`config.mk`:
```
export PLATFORM = sky130hd
export DESIGN_NAME = aig_sdnf_extract_flat
export DESIGN_NICKNAME = d
export VERILOG_FILES = /design/src/rtl/aig_sdnf_extract_if.sv /design/src/rtl/aig_sdnf_extract.sv /design/src/flat_wrapper.sv
export SDC_FILE = /design/constraint.sdc
export NUM_CORES = 1
export LEC_CHECK = 0
export BUFFER_PORTS_ARGS = -buffer_cell sky130_fd_sc_hd__clkbuf_2
export CAP_MARGIN = 10
export CORE_UTILIZATION = 35
export CTS_CLUSTER_SIZE = 28
export DETAILED_ROUTE_END_ITERATION = 8
export GPL_TIMING_DRIVEN = 0
export PLACE_DENSITY = 0.52
export REMOVE_ABC_BUFFERS = 1
export SLEW_MARGIN = 10
export SYNTH_ARGS = -nofsm -noshare
export SYNTH_HDL_FRONTEND = slang
export SYNTH_SLANG_ARGS = --single-unit
```
`constraint.sdc`:
```
create_clock -name clk -period 6.3 [get_ports clk]
set_clock_uncertainty 0.2 [all_clocks]
set_input_delay 0.315 -clock clk [delete_from_list [all_inputs] [get_ports clk]]
set_output_delay 0.315 -clock clk [all_outputs]
set_load 0.02 [all_outputs]
```
`src/rtl/aig_sdnf_extract_if.sv`:
```
// aig_sdnf_extract_if: job control, AIG node-load and minterm stream bundle.
// Ports: start/out_lit, node_valid/ready/a/b/last, m_valid/ready/vector,
//        busy, done, err, count. master = netlist source, slave = extractor.
interface aig_sdnf_extract_if #(
   parameter int NUM_IN    = 3,
   parameter int MAX_NODES = 32
);
   localparam int LW = $clog2(NUM_IN + MAX_NODES + 1) + 1;

   logic              start;
   logic [LW-1:0]     out_lit;
   logic              node_valid;
   logic              node_ready;
   logic [LW-1:0]     node_a;
   logic [LW-1:0]     node_b;
   logic              node_last;
   logic              m_valid;
   logic              m_ready;
   logic [NUM_IN-1:0] m_vector;
   logic              busy;
   logic              done;
   logic              err;
   logic [NUM_IN:0]   count;

   modport master (
      output start, out_lit, node_valid, node_a, node_b,
      output node_last, m_ready,
      input  node_ready, m_valid, m_vector,
      input  busy, done, err, count
   );

   modport slave (
      input  start, out_lit, node_valid, node_a, node_b,
      input  node_last, m_ready,
      output node_ready, m_valid, m_vector,
      output busy, done, err, count
   );
endinterface

```
`src/rtl/aig_sdnf_extract.sv`:
```
// aig_sdnf_extract: loads an AIG netlist, then sweeps all input vectors
// and streams every vector where out_lit is 1 (the SDNF minterms).
// Ports: clk, rst_n (async, active low), bus (aig_sdnf_extract_if.slave).
// Option: define AIG_SDNF_CHECK_EN to reject malformed netlists with err.
module aig_sdnf_extract #(
   parameter int NUM_IN    = 3,
   parameter int MAX_NODES = 32
) (
   input  logic              clk,
   input  logic              rst_n,
   aig_sdnf_extract_if.slave bus
);
   localparam int LW = $clog2(NUM_IN + MAX_NODES + 1) + 1;
   localparam int IW = LW - 1;
   localparam int CW = $clog2(MAX_NODES + 1);

   typedef enum logic [2:0] {
      IDLE, LOAD, EVAL, EMIT, FIN
   } state_t;

   state_t               r_state;
   state_t               w_next;
   logic [LW-1:0]        r_out;
   logic [LW-1:0]        r_a [MAX_NODES];
   logic [LW-1:0]        r_b [MAX_NODES];
   logic [MAX_NODES-1:0] r_val;
   logic [CW-1:0]        r_k;
   logic [CW-1:0]        r_eidx;
   logic [NUM_IN-1:0]    r_vec;
   logic [NUM_IN:0]      r_count;

   logic [LW-1:0]        w_cur_a;
   logic [LW-1:0]        w_cur_b;
   logic                 w_node_val;
   logic                 w_out_val;
   logic                 w_eval_end;
   logic                 w_last_vec;
   logic                 w_full;
   logic                 w_store;
   logic                 w_reject;

   // Value of a literal under the current vector and node values.
   function automatic logic lit_val(
      input logic [LW-1:0]        lit,
      input logic [NUM_IN-1:0]    vec,
      input logic [MAX_NODES-1:0] vals
   );
      logic v;
      v = 1'b0;
      for (int k = 0; k < NUM_IN; k++)
         if (lit[LW-1:1] == IW'(k + 1)) v = vec[k];
      for (int j = 0; j < MAX_NODES; j++)
         if (lit[LW-1:1] == IW'(NUM_IN + 1 + j)) v = vals[j];
      return v ^ lit[0];
   endfunction

   always_comb begin
      w_cur_a = '0;
      w_cur_b = '0;
      for (int j = 0; j < MAX_NODES; j++) begin
         if (r_eidx == CW'(j)) begin
            w_cur_a = r_a[j];
            w_cur_b = r_b[j];
         end
      end
   end

   assign w_node_val = lit_val(w_cur_a, r_vec, r_val) &
                       lit_val(w_cur_b, r_vec, r_val);
   assign w_out_val  = lit_val(r_out, r_vec, r_val);
   // Nodes are topologically ordered, so slot r_eidx only reads
   // slots already refreshed for this vector.
   assign w_eval_end = (r_eidx == r_k);
   assign w_last_vec = &r_vec;
   assign w_full     = (r_k == CW'(MAX_NODES));
   assign w_store    = (r_state == LOAD) && bus.node_valid && !w_full;

`ifdef AIG_SDNF_CHECK_EN
   localparam int XW = IW + 1;
   logic [XW-1:0] w_own;
   logic          w_bad_node;
   logic          w_bad_out;
   logic          r_err;

   // Index the incoming node would get; with this node stored it is
   // also the largest index out_lit may legally reference.
   assign w_own      = XW'(NUM_IN + 1) + XW'(r_k);
   assign w_bad_node = w_full ||
                       (XW'(bus.node_a[LW-1:1]) >= w_own) ||
                       (XW'(bus.node_b[LW-1:1]) >= w_own);
   assign w_bad_out  = XW'(r_out[LW-1:1]) > w_own;
   assign w_reject   = (r_state == LOAD) && bus.node_valid &&
                       (w_bad_node || (bus.node_last && w_bad_out));

   always_ff @(posedge clk or negedge rst_n) begin
      if (!rst_n) r_err <= 1'b0;
      else        r_err <= w_reject;
   end

   assign bus.err = r_err;
`else
   assign w_reject = 1'b0;
   assign bus.err  = 1'b0;
`endif

   always_comb begin
      w_next = r_state;
      unique case (r_state)
         IDLE: if (bus.start) w_next = LOAD;
         LOAD: begin
            if (w_reject)
               w_next = IDLE;
            else if (bus.node_valid && bus.node_last)
               w_next = EVAL;
         end
         EVAL: begin
            if (w_eval_end) begin
               if (w_out_val)       w_next = EMIT;
               else if (w_last_vec) w_next = FIN;
            end
         end
         EMIT: begin
            if (bus.m_ready)
               w_next = w_last_vec ? FIN : EVAL;
         end
         FIN:     w_next = IDLE;
         default: w_next = IDLE;
      endcase
   end

   always_ff @(posedge clk or negedge rst_n) begin
      if (!rst_n) begin
         r_state <= IDLE;
         r_out   <= '0;
         r_k     <= '0;
         r_eidx  <= '0;
         r_vec   <= '0;
         r_count <= '0;
         r_val   <= '0;
         for (int j = 0; j < MAX_NODES; j++) begin
            r_a[j] <= '0;
            r_b[j] <= '0;
         end
      end else begin
         r_state <= w_next;
         unique case (r_state)
            IDLE: begin
               if (bus.start) begin
                  r_out   <= bus.out_lit;
                  r_k     <= '0;
                  r_count <= '0;
               end
            end
            LOAD: begin
               if (w_store && !w_reject) begin
                  for (int j = 0; j < MAX_NODES; j++) begin
                     if (r_k == CW'(j)) begin
                        r_a[j] <= bus.node_a;
                        r_b[j] <= bus.node_b;
                     end
                  end
                  r_k <= r_k + CW'(1);
               end
               r_vec  <= '0;
               r_eidx <= '0;
            end
            EVAL: begin
               if (!w_eval_end) begin
                  for (int j = 0; j < MAX_NODES; j++)
                     if (r_eidx == CW'(j)) r_val[j] <= w_node_val;
                  r_eidx <= r_eidx + CW'(1);
               end else if (!w_out_val) begin
                  r_vec  <= r_vec + NUM_IN'(1);
                  r_eidx <= '0;
               end
            end
            EMIT: begin
               if (bus.m_ready) begin
                  r_count <= r_count + (NUM_IN + 1)'(1);
                  r_vec   <= r_vec + NUM_IN'(1);
                  r_eidx  <= '0;
               end
            end
            default: ;
         endcase
      end
   end

   assign bus.node_ready = (r_state == LOAD);
   assign bus.m_valid    = (r_state == EMIT);
   assign bus.m_vector   = (r_state == EMIT) ? r_vec : '0;
   assign bus.busy       = (r_state != IDLE);
   assign bus.done       = (r_state == FIN);
   assign bus.count      = r_count;
endmodule
```
`src/flat_wrapper.sv`:
```
// flat-port wrapper written by rule: the top's interface ports become plain ports
module aig_sdnf_extract_flat 
#(
   parameter int NUM_IN    = 3,
   parameter int MAX_NODES = 32
)
  (clk, rst_n, bus_start, bus_out_lit, bus_node_valid, bus_node_a, bus_node_b, bus_node_last, bus_m_ready, bus_node_ready, bus_m_valid, bus_m_vector, bus_busy, bus_done, bus_err, bus_count);
  aig_sdnf_extract_if #(.NUM_IN(NUM_IN), .MAX_NODES(MAX_NODES)) bus_i ();
  input  logic clk;
  input  logic rst_n;
  input wire logic [$bits(bus_i.start)-1:0] bus_start;
  input wire logic [$bits(bus_i.out_lit)-1:0] bus_out_lit;
  input wire logic [$bits(bus_i.node_valid)-1:0] bus_node_valid;
  input wire logic [$bits(bus_i.node_a)-1:0] bus_node_a;
  input wire logic [$bits(bus_i.node_b)-1:0] bus_node_b;
  input wire logic [$bits(bus_i.node_last)-1:0] bus_node_last;
  input wire logic [$bits(bus_i.m_ready)-1:0] bus_m_ready;
  output wire logic [$bits(bus_i.node_ready)-1:0] bus_node_ready;
  output wire logic [$bits(bus_i.m_valid)-1:0] bus_m_valid;
  output wire logic [$bits(bus_i.m_vector)-1:0] bus_m_vector;
  output wire logic [$bits(bus_i.busy)-1:0] bus_busy;
  output wire logic [$bits(bus_i.done)-1:0] bus_done;
  output wire logic [$bits(bus_i.err)-1:0] bus_err;
  output wire logic [$bits(bus_i.count)-1:0] bus_count;
  assign bus_i.start = bus_start;
  assign bus_i.out_lit = bus_out_lit;
  assign bus_i.node_valid = bus_node_valid;
  assign bus_i.node_a = bus_node_a;
  assign bus_i.node_b = bus_node_b;
  assign bus_i.node_last = bus_node_last;
  assign bus_i.m_ready = bus_m_ready;
  assign bus_node_ready = bus_i.node_ready;
  assign bus_m_valid = bus_i.m_valid;
  assign bus_m_vector = bus_i.m_vector;
  assign bus_busy = bus_i.busy;
  assign bus_done = bus_i.done;
  assign bus_err = bus_i.err;
  assign bus_count = bus_i.count;
  aig_sdnf_extract #(.NUM_IN(NUM_IN), .MAX_NODES(MAX_NODES)) u_core (.clk(clk), .rst_n(rst_n), .bus(bus_i));
endmodule
```
-- Yosys cells after proc, flatten, opt, wreduce, memory -nomap -nowiden
Cells that the tools add are included.
- output and inout port bits: 12
- register bits after elaboration: 509
- input bits: 27
- word-level logic and storage cells: 566
- mux-type cells: 192
- $add $sub $neg: 4
- reduce and logical (&&, ||, !) cells: 82
- bitwise gates (word level): 5
- equal/unequal tests: 181
- operators with widths (cell ; count):
    == test 6 x 5 -> 1 bit (second input constant) ; 80
    2-to-1 mux 7 bit ; 64
    == test 6 x 4 -> 1 bit (second input constant) ; 40
    AND reduction 3 bit ; 68
    == test 6 x 3 -> 1 bit (second input constant) ; 20
    2-to-1 mux 1 bit ; 105
    == test 6 bit (second input constant) ; 13
    == test 6 x 2 -> 1 bit (second input constant) ; 10
    2-to-1 mux 3 bit ; 11
    == test 6 x 1 -> 1 bit (second input constant) ; 5
    2-to-1 mux 6 bit ; 5
    one-hot mux 6 bit (3 select lines) ; 1
    adder 6 x 1 -> 6 bit (second input constant) ; 2
    zero test 6 bit ; 2
    one-hot mux 3 bit (4 select lines) ; 1
    one-hot mux 6 bit (2 select lines) ; 1
    one-hot mux 3 bit (3 select lines) ; 1
    2-to-1 mux 4 bit ; 2
    one-hot mux 4 bit (2 select lines) ; 1
    == test 3 x 2 -> 1 bit (second input constant) ; 2
    == test 6 bit ; 1
    != test 2 x 1 -> 1 bit (second input constant) ; 3
    != test 2 bit (second input constant) ; 3
    nonzero test 3 bit ; 2
    16 further kinds ; 21

-- Longest topological paths before layout
Gate-level depths: netlist of the first run.
- word-level depth: 71
- depth in mapped cells: 21
- mapped depth without buffers: 15

-- Worst setup path after synthesis of the first run
No wires, ideal clock.
- kind: flip-flop to flip-flop
- start: reg u_core.r_eidx[0]
- end: reg u_core.r_val[24]
- clock period less this slack: 4.513 ns
- setup slack: 1.787 ns
- cell stages (with the launch flop): 19
- data required time: 5.996 ns
- library setup time: 0.104 ns
- data arrival time: 4.210 ns
- path buffers: 4
- cell sequence: dfrtp_1 inv_1 ha_1 clkbuf_1 nand2_2 buf_4 or3_1 o311ai_0 a22oi_1 o31a_1 o31ai_2 buf_4 mux2_2 nor4_1 nor4_1 a31o_1 o41a_4 buf_6 o41ai_2
- cells in the longest elaborated chain, start to end: 71
- elaborated cells between the ends (all ways): 242
- those cells by class: 102 x eq/ne; 134 x mux; 4 x bitwise; 2 x reduce/logical
- ends and longest elaborated chain (item ; line ; text):
    start: declaration ; aig_sdnf_extract.sv:28 ; logic [CW-1:0] r_eidx;
    start signal: assignment ; aig_sdnf_extract.sv:171 ; r_eidx <= r_eidx + CW'(1);
    zero test 6 bit ; aig_sdnf_extract.sv:61 ; if (r_eidx == CW'(j)) begin
    2-to-1 mux 7 bit (32 in series) ; aig_sdnf_extract.sv:61 ;
    == test 6 x 1 -> 1 bit ; aig_sdnf_extract.sv:51 ; if (lit[LW-1:1] == IW'(k + 1)) v = vec[k];
    2-to-1 mux 1 bit (3 in series) ; aig_sdnf_extract.sv:51 ;
    2-to-1 mux 1 bit (32 in series) ; aig_sdnf_extract.sv:53 ; if (lit[LW-1:1] == IW'(NUM_IN + 1 + j)) v = vals[j];
    bitwise XOR 1 bit ; aig_sdnf_extract.sv:54 ; return v ^ lit[0];
    bitwise AND 1 bit ; aig_sdnf_extract.sv:68 ; assign w_node_val = lit_val(w_cur_a, r_vec, r_val) &
    end signal: indexed assignment ; aig_sdnf_extract.sv:170 ; if (r_eidx == CW'(j)) r_val[j] <= w_node_val;
    end: declaration ; aig_sdnf_extract.sv:26 ; logic [MAX_NODES-1:0] r_val;
Parallel ways exist; a longest one is shown, timed or not.
A chain may end at the register's enable or synchronous reset.

-- Worst setup path in the final report of the first run
- start: reg u_core.r_eidx[0]
- end: reg u_core.r_val[31]
Same word-level chain as after synthesis.

==> metrics, run 1 <==
share of flip-flops with an asynchronous set or reset 1.00; Die H 279 um; Final Cycle Share 0.986; # rows 101; Final Hold Viols 0; CTS tree yes; placed insts 3263; CTS max path bufs 3; HPWL Detailed 67.2 mm; final setup violation count 0; cells after synthesis 2372; routed vias 20.8k; status complete, no violations; final cell count without fillers 3389; Final Core Density 0.395; Initial Util 0.353; IO Count 39; vias in the first global route 20.5k; WL/cell 29.5 um; critical path cell sequence inv_1 > ha_2 > and2_1 > nand2_2 > o21ai_0 > or4_1 > a21oi_1 > a21oi_2 > mux2_2 > a211oi_1 > o32ai_1 > a21o_1 > o31ai_1 > o41a_4 > o41ai_2; largest net degree at the start of global routing 89; FF-to-FF setup slack 0.09 ns; initial antenna violation count 2; R2R cell count 15; clock-pin slew on the worst setup and hold paths 0.06 ns; critical-path maximum fanout 16; Worst Hold Class input pin to asynchronous set/reset pin; Slew headroom 0.235; Worst-Skew Late Latency 0.64 ns; Avg Cell Area, Syn 11.3 um^2; Synth Flop Type dfrtp_1; Nets 2352; crit-path max cell delay 0.70 ns; type of origin of the critical path register; CTS root buffer clkbuf_16; number of clock sinks 509; WP data arrival 6.48 ns; WS Path Type register to register; GP Congestion 0.957; Max H-tree Level 2; vias per inst 6.15; layout cell share with drive strength beyond 1 0.323; Tot Pwr 6.76 mW; area of the die 77800 um^2; CTS buffer count 56; grt total ovfl 0; CORE AREA 75900 um^2; All-Layer GR Usage 0.254; Synth warnings 0; Leak 14.1 nW; synthesized area 26800 um^2; Critical Path Sink Type register; wire length of the first global-routing pass 146 mm; drc violations 0; pwr/cell area 225 nW/um^2; Syn-to-layout area delta 12.0%; Layout fillers 7275; measured slew at the worst slew-check pin 1.14 ns; RSZ-0062 raised after global routing no; Max-cap violations 0; Post-Route WL 100 mm; worst path required time 6.57 ns; Iter 0 DRT Violations 2301; Die W 279 um; post-route ant nets 0; Pins Over Slew Limit 0; VDD IR-drop max 174 uV; minimum clock period 6.21 ns; sequential share of the synthesized area 0.475; number of synthesized flops with an enable pin 0; Worst R2R End u_core.r_val[31]; PortBufs 37; Crit-path slowest cell and2_1; r2r startpoint u_core.r_eidx[0]; Cell variety after synth 110; Fmax 161 MHz; Pre-Repair DR Iteration Count 5; #FFs+latches synth 509
[how the worst max path moves through the flow]
stage | cells past startpoint | startpoint | slack (ns) | end
floorplan | 14 | u_core.r_eidx[0] | 0.31 | u_core.r_val[0]
global placement | 1 | rst_n | -7.19 | u_core.r_a[62]
detailed placement | 16 | u_core.r_eidx[1] | -1.65 | u_core.r_val[7]
CTS | 12 | u_core.r_eidx[2] | 0.04 | u_core.r_val[3]
global route | 13 | u_core.r_eidx[0] | 0.009 | u_core.r_val[4]
finish | 15 | u_core.r_eidx[0] | 0.09 | u_core.r_val[31]
[critical path: cells and delay by family, from the launching register on]
kind,cells,cell delay (ns)
simple gates,3,1.40
flops,1,0.50
fa+ha+maj,1,0.54
buf+inv,1,0.17
compound gates,9,2.79
mux,1,0.40
[cells in the final DEF, fill, tap and decap left out, types with 10 or more instances in the layout]
| cell | count |
|---|---|
| a31oi_1 | 17 |
| o22a_1 | 10 |
| nand3_1 | 56 |
| a21oi_1 | 76 |
| nand2_1 | 122 |
| and3_1 | 34 |
| o41ai_2 | 30 |
| nand3b_1 | 10 |
| o211ai_1 | 19 |
| clkbuf_2 | 36 |
| nor2_2 | 25 |
| clkbuf_8 | 15 |
| clkbuf_1 | 15 |
| mux2_2 | 465 |
| nor2_1 | 113 |
| o21ai_0 | 93 |
| clkbuf_16 | 56 |
| o22ai_1 | 31 |
| dlygate4sd3_1 | 15 |
| o221ai_1 | 18 |
| xor2_1 | 12 |
| or3_1 | 22 |
| a211oi_1 | 14 |
| nor3_1 | 61 |
| nand2b_1 | 12 |
| a221oi_1 | 40 |
| nor4_1 | 15 |
| nand4_1 | 13 |
| nor2_4 | 11 |
| nand2_2 | 15 |
| mux2i_1 | 22 |
| inv_1 | 26 |
| dfrtp_1 | 505 |
| a22oi_1 | 17 |
| a221o_1 | 19 |
[registers in the layout, indices dropped and copies added (netlist names)]
signal	flops
u_core.r_val	32
u_core.r_b	224
u_core.r_state	3
u_core.bus.count	4
u_core.r_a	224
u_core.r_eidx	6
u_core.r_k	6
u_core.r_out	7
u_core.r_vec	3
[per-stage QoR]
stage	TNS (ns)	area, um^2	setup slack, ns	hold WS (ns)
after floorplan	0	25900	0.311	-0.181
after global placement	-3719.87	27400	-7.19	0.279
after detailed placement	-49.58	27800	-1.65	0.182
after CTS	0	29900	0.0357	0.0963
after global routing	0	30000	0.00909	0.115
final	0	30000	0.0873	0.0795
[where the power goes]
| group | internal [mW] | switching [mW] |
|---|---|---|
| logic | 0.0348 | 0.148 |
| registers | 3.27 | 0.00845 |
| clock network | 1.88 | 1.41 |
[timing repair]
action	in CTS	in global routing
hold buffers	15	0
gates resized for setup	47	22
pin swaps	2	0
setup endpoints to repair	32	32
cloned	0	1
setup buffers	6	0
endpoints found under the hold margin	78	0
[synthesized netlist by cell type, types with 17 or more instances]
library cell / n / area, um^2
dfrtp_1: 509 / 12700
mux2_2: 465 / 5240
nand2_1: 134 / 503
nor2_1: 130 / 488
clkbuf_1: 103 / 387
o21ai_0: 93 / 465
a21oi_1: 78 / 390
nor3_1: 63 / 315
nand3_1: 56 / 280
buf_2: 44 / 220
a221oi_1: 41 / 359
and3_1: 34 / 213
o22ai_1: 31 / 194
o41ai_2: 30 / 488
inv_1: 26 / 97.6
mux2i_1: 22 / 220
or3_1: 22 / 138
a221o_1: 19 / 190
buf_1: 19 / 71.3
o211ai_1: 19 / 143
a22oi_1: 18 / 135
o221ai_1: 18 / 158
a31oi_1: 17 / 106
[cells by family after synthesis]
group                      count (synthesis)  synth area share
muxes                                    490             0.206
DFF                                      509             0.475
and+or+nand+nor                          598             0.118
xor gates and xnor gates                  18           0.00616
adders and majority gates                 11           0.00513
other                                      1          0.000140
buffers and inverters                    216            0.0372
AOI/OAI and AO/OA                        529             0.153
[cell type report]
type / count / area (um^2) / area share
Sequential cell: 509 / 12800 / 0.425
Antenna cell: 5 / 12.5 / 0.000417
Clock inverter: 13 / 148 / 0.00492
Clock buffer: 85 / 1650 / 0.0549
Multi-Input combinational cell: 1648 / 13400 / 0.446
Tap cell: 1030 / 1290 / 0.0429
Timing Repair Buffer: 73 / 683 / 0.0227
Inverter: 26 / 97.6 / 0.00325
[layer usage]
metal,up-vias,GRT usage,part of all wire
met1,10900,0.354,0.44
met2,879,0.388,0.44
met4,0,0.100,0.042
li1,8849,-,-
met5,-,0,0
met3,182,0.0484,0.075
No activity file was read; power rests on OpenSTA's default activity.
==> run 2: changes to the inputs <==
CELL_PAD_IN_SITES_DETAIL_PLACEMENT = 1   (was unset)
CELL_PAD_IN_SITES_GLOBAL_PLACEMENT = 2   (was unset)
PLACE_DENSITY = 0.69   (was 0.52)
==> metrics, run 2 (synthesis gave the netlist of run 1 again) <==
status complete, no violations; Leak 14.2 nW; HPWL Detailed 72.6 mm; Fmax 160 MHz; multi-input logic area 13500 um^2; Pins Over Slew Limit 0; VDD IR-drop max 176 uV; Internal 5.43 mW; Die H 279 um; CTS tree yes; Iter 0 DRT Violations 1997; sequential cell fraction of total power 0.466; Die W 279 um; FF-to-FF setup slack 0.04 ns; PortBufs 37; IO Count 39; grt total ovfl 0; biggest regs u_core.r_a: 224 flops, u_core.r_b: 224 flops, u_core.r_val: 32 flops; Critical Path Sink Type register; Worst Hold Class input pin to asynchronous set/reset pin; CORE AREA 75900 um^2; number of clock sinks 509; All-Layer GR Usage 0.278; design area 30400 um^2; clock-pin slew on the worst setup and hold paths 0.06 ns; WS Path Type register to register; switching share of total power 0.230; Gate power share 0.027; # rows 101; placed instance area 27800 um^2; minimum clock period 6.26 ns; r2r startpoint u_core.r_eidx[0]; CTS buffer count 58; measured slew at the worst slew-check pin 1.21 ns; R2R cell count 15; vias per inst 6.20; Final Hold Viols 0; Max H-tree Level 2; placed insts 3267; routed vias 21.1k; CTS max path bufs 3; GP Congestion 0.912; drc violations 0; area of the die 77800 um^2; Syn-to-layout area delta 13.4%; RSZ-0062 raised after global routing yes; largest net degree at the start of global routing 99; WL/cell 31.7 um; Nets 2362; Post-Route WL 108 mm; Initial Util 0.353; type of origin of the critical path register; initial antenna violation count 7; vias in the first global route 22.0k; CTS root buffer clkbuf_16; WP data arrival 6.53 ns; FF+latch area 12700 um^2; final cell count without fillers 3407; final setup violation count 0; most frequent cells in the layout dfrtp_1, mux2_2, nand2_1; Worst-Skew Late Latency 0.63 ns; Clock power frac 0.508; Final Cycle Share 0.993; Layout fillers 8010; post-route ant nets 0; setup TNS 0 ns; Worst R2R End u_core.r_val[3]; Critical Path Source u_core.r_eidx[0]; layout cell share with drive strength beyond 1 0.334; Slew headroom 0.190; Critical Path End u_core.r_val[3]; sw power 1.62 mW; pwr/cell area 232 nW/um^2; wire length of the first global-routing pass 158 mm; Pre-Repair DR Iteration Count 5; Max-cap violations 0; worst path required time 6.57 ns; critical-path maximum fanout 25; most common cell after layout, fill and taps aside dfrtp_1
==> run 2: worst min-delay path by stage <==
stage,cells past startpoint,to,slack [ns],from
after floorplan,0,u_core.bus.count[0],-0.18,rst_n
after global placement,1,u_core.r_b[47],0.28,u_core.r_b[47]
after detailed placement,1,u_core.r_b[147],0.13,rst_n
after CTS,2,u_core.r_b[154],0.04,rst_n
after global routing,2,u_core.r_b[154],0.07,rst_n
final,2,u_core.r_b[154],0.04,rst_n
==> run 2: power by group through the flow <==
stage | sequential (mW) | combinational (mW) | clock [mW]
2_1_floorplan | 3.34 | 0.0202 | 0
3_3_place_gp | 3.34 | 0.167 | 0
3_5_place_dp | 3.34 | 0.186 | 0
4_1_cts | 3.28 | 0.193 | 3.63
5_1_grt | 3.28 | 0.204 | 3.75
6_report | 3.28 | 0.188 | 3.58
==> run 2: area by class of cell <==
type,count,share of cell area
clock buffers,87,0.0579
multi-input cells,1648,0.444
well taps,1030,0.0424
inverters,26,0.00321
repair buffers,81,0.0255
clock inverters,19,0.00769
diodes,7,0.000576
flip-flops and latches,509,0.419
==> run 2: timing repair <==
action	in CTS	in global routing
setup endpoints to repair	32	32
hold buffers	14	0
gates resized for setup	59	27
buffers inserted	9	3
cloned	0	1
pin swaps	1	1
endpoints found under the hold margin	177	0
==> run 2: layer usage <==
layer  track usage  wire [um]  share of wire  vias to the layer above
met5             0          9       0.000083                        -
met4         0.102       4200          0.039                        2
met3        0.0481       7110          0.066                      192
met2         0.437      49500           0.46                      736
met1         0.381      47300           0.44                    11300
li1              -          -              -                     8870
==> run 2: worst max-delay path, cell delays in order (launching register included) <==
cell and delay (ns):
dfrtp_1 0.55, ha_4 0.52, or3b_4 0.59, nor2_2 0.78
nand2_1 0.12, a22oi_1 0.53, o31a_1 0.40, o31ai_4 0.17
buf_8 0.22, mux4_2 0.43, nor3_1 0.15, nor4_1 0.10
a21o_1 0.16, o31ai_1 0.49, o41a_4 0.49, o41ai_1 0.13
==> run 2: metrics by stage <==
stage	power [mW]	util	worst slack, ns	hold slack, ns
after global placement	3.51	0.361	-7.37	0.279
after detailed placement	3.53	0.367	-1.87	0.131
after global routing	7.23	0.400	-0.0456	0.0731
after floorplan	3.36	-	0.311	-0.181
after CTS	7.11	0.399	0.00379	0.0432
final	7.05	0.401	0.0431	0.0384
==> run 3: changes to the inputs <==
ABC_AREA = 1   (was unset)
PLACE_DENSITY = unset   (was 0.69)
PLACE_DENSITY_LB_ADDON = 0.1   (was unset)
==> metrics, run 3 <==
status finished, violations left; failing checks setup timing; CORE AREA 72000 um^2; top post-synthesis cells by area dfrtp_1, nand2_1, o21ai_0, nand3_1, nor2_1; Avg Cell Area, Syn 7.63 um^2; grt total ovfl 0; CTS tree yes; vias per inst 5.35; placed insts 4169; biggest regs u_core.r_a: 224 flops, u_core.r_b: 224 flops, u_core.r_val: 32 flops; Cell variety after synth 54; switching share of total power 0.424; Leak 15.4 nW; R2R cell count 54; Pins Over Slew Limit 0; Final Core Density 0.452; Internal 8.77 mW; Gate power share 0.496; placed instance area 26500 um^2; drc violations 0; Synth warnings 0; Final Hold Viols 0; CTS max path bufs 3; synthesized area 25700 um^2; top-count cell post-synth nand2_1; initial antenna violation count 1; Worst Hold Class input pin to register; Synth Flop Type dfrtp_1; Worst-Skew Late Latency 0.61 ns; IO Count 39; Critical Path Source u_core.r_eidx[0]; crit-path max cell delay 0.45 ns; setup ws final -0.488 ns; sequential cell fraction of total power 0.253; HPWL Detailed 60.1 mm; FF-to-FF setup slack -0.49 ns; Layout fillers 8566; pwr/cell area 468 nW/um^2; All-Layer GR Usage 0.258; worst slack at placement -2.65 ns; CTS root buffer clkbuf_16; critical-path maximum fanout 14; design area 32600 um^2; Hold Path Depth 3; post-route ant nets 0; wire length of the first global-routing pass 149 mm; routed vias 24.2k; cell taking the most area after synthesis dfrtp_1; FF+latch area 12700 um^2; minimum clock period 6.79 ns; WL/cell 21.3 um; Nets 3560; GP Congestion 0.887; Initial Util 0.357; Fmax 147 MHz; measured slew at the worst slew-check pin 1.23 ns; multi-input logic area 12700 um^2; post-synth top area share 0.496; PortBufs 37; Crit-path slowest cell dfrtp_2; sw power 6.46 mW; Max-cap violations 0; sequential share of the synthesized area 0.496; VDD IR-drop max 302 uV; layout cell share with drive strength beyond 1 0.211; vias in the first global route 24.8k; final cell count without fillers 4521; number of synthesized flops with an enable pin 0; worst path required time 6.64 ns; Final Cycle Share 1.08; area of the die 74400 um^2; WP data arrival 7.12 ns; number of clock sinks 509; Hold WS 0.0369 ns; Die W 273 um; CP most frequent cell nand2_1; most common cell after layout, fill and taps aside nand2_1; RSZ-0062 raised after global routing yes; Slew headroom 0.175; Pre-Repair DR Iteration Count 5; Die H 273 um; # rows 98; CTS buffer count 66; Iter 0 DRT Violations 1755; Clock power frac 0.251; synth cell count leaders nand2_1, o21ai_0, dfrtp_1, nor2_1, nand3_1; number of diodes 0; largest net degree at the start of global routing 95; Max H-tree Level 3; Tot Pwr 15.2 mW; WS Path Type register to register; type of origin of the critical path register; hold path start bus_node_a[5]; final setup violation count 32; setup TNS -14.50 ns; share of flip-flops with an asynchronous set or reset 1.00; Worst R2R End u_core.r_val[21]; clock-pin slew on the worst setup and hold paths 0.06 ns; Critical Path Sink Type register; #FFs+latches synth 509; Hold Path Sink u_core.r_a[33]; r2r startpoint u_core.r_eidx[0]; Post-Route WL 96.3 mm; Syn-to-layout area delta 26.8%; cells after synthesis 3367; most frequent cells in the layout nand2_1, o21ai_0, dfrtp_1
run 3: worst max path at each step:
stage	to	slack (ns)	cells after the start
after CTS	u_core.r_val[21]	-0.49	59
after global placement	u_core.r_b[56]	-7.87	1
after detailed placement	u_core.r_val[7]	-2.65	54
after global routing	u_core.r_val[21]	-1.15	61
after floorplan	u_core.r_val[0]	0.63	54
final	u_core.r_val[21]	-0.49	54
run 3: metal layers:
layer | wire length [um] | part of all wire | vias to the layer above | track usage
li1 | - | - | 11400 | -
met1 | 45600 | 0.47 | 12200 | 0.364
met2 | 44900 | 0.47 | 433 | 0.415
met3 | 3690 | 0.038 | 131 | 0.0344
met4 | 2040 | 0.021 | 0 | 0.0690
met5 | 0 | 0 | - | 0
run 3: kinds of logic (layout without fill, tap and decap cells):
group                      Yosys count  count (layout)  synth area share
and+or+nand+nor                   1747            1754             0.292
AOI/OAI and AO/OA                  685             685             0.140
DFF                                509             509             0.496
buffers and inverters              411             608            0.0657
adders and majority gates           11              11           0.00536
xor gates and xnor gates             2               2          0.000682
other                                1               1          0.000146
muxes                                1               1          0.000390
run 3: final cells by class:
| type | instances | share of cell area |
|---|---|---|
| inverters | 211 | 0.0275 |
| clock inverters | 13 | 0.00503 |
| multi-input cells | 2454 | 0.390 |
| repair inverters | 5 | 0.00111 |
| repair buffers | 275 | 0.0860 |
| well taps | 950 | 0.0365 |
| flip-flops and latches | 509 | 0.391 |
| clock buffers | 104 | 0.0626 |
run 3: what timing repair did:
action	in CTS	in global routing
setup buffers	118	78
resized for setup	248	168
endpoints found under the hold margin	102	0
endpoints found under the setup margin	39	40
pin swaps	71	138
hold buffers	14	0
gates cloned	12	3
run 3: critical path: cells and delay by family, from the launching register on:
family / cells / cell delay [ns]
and+or+nand+nor: 43 / 4.35
buffers and inverters: 9 / 1.24
DFF: 1 / 0.45
adders and majority gates: 1 / 0.23
AOI/OAI and AO/OA: 1 / 0.23
run 3: power by group through the flow:
stage | Sequential [mW] | Clock, mW | Combinational, mW
floorplan | 3.82 | 0 | 2.95
global placement | 3.88 | 0 | 4.67
detailed placement | 3.89 | 0 | 4.80
CTS | 3.84 | 3.92 | 6.67
global route | 3.90 | 4.03 | 8.14
finish | 3.85 | 3.82 | 7.55
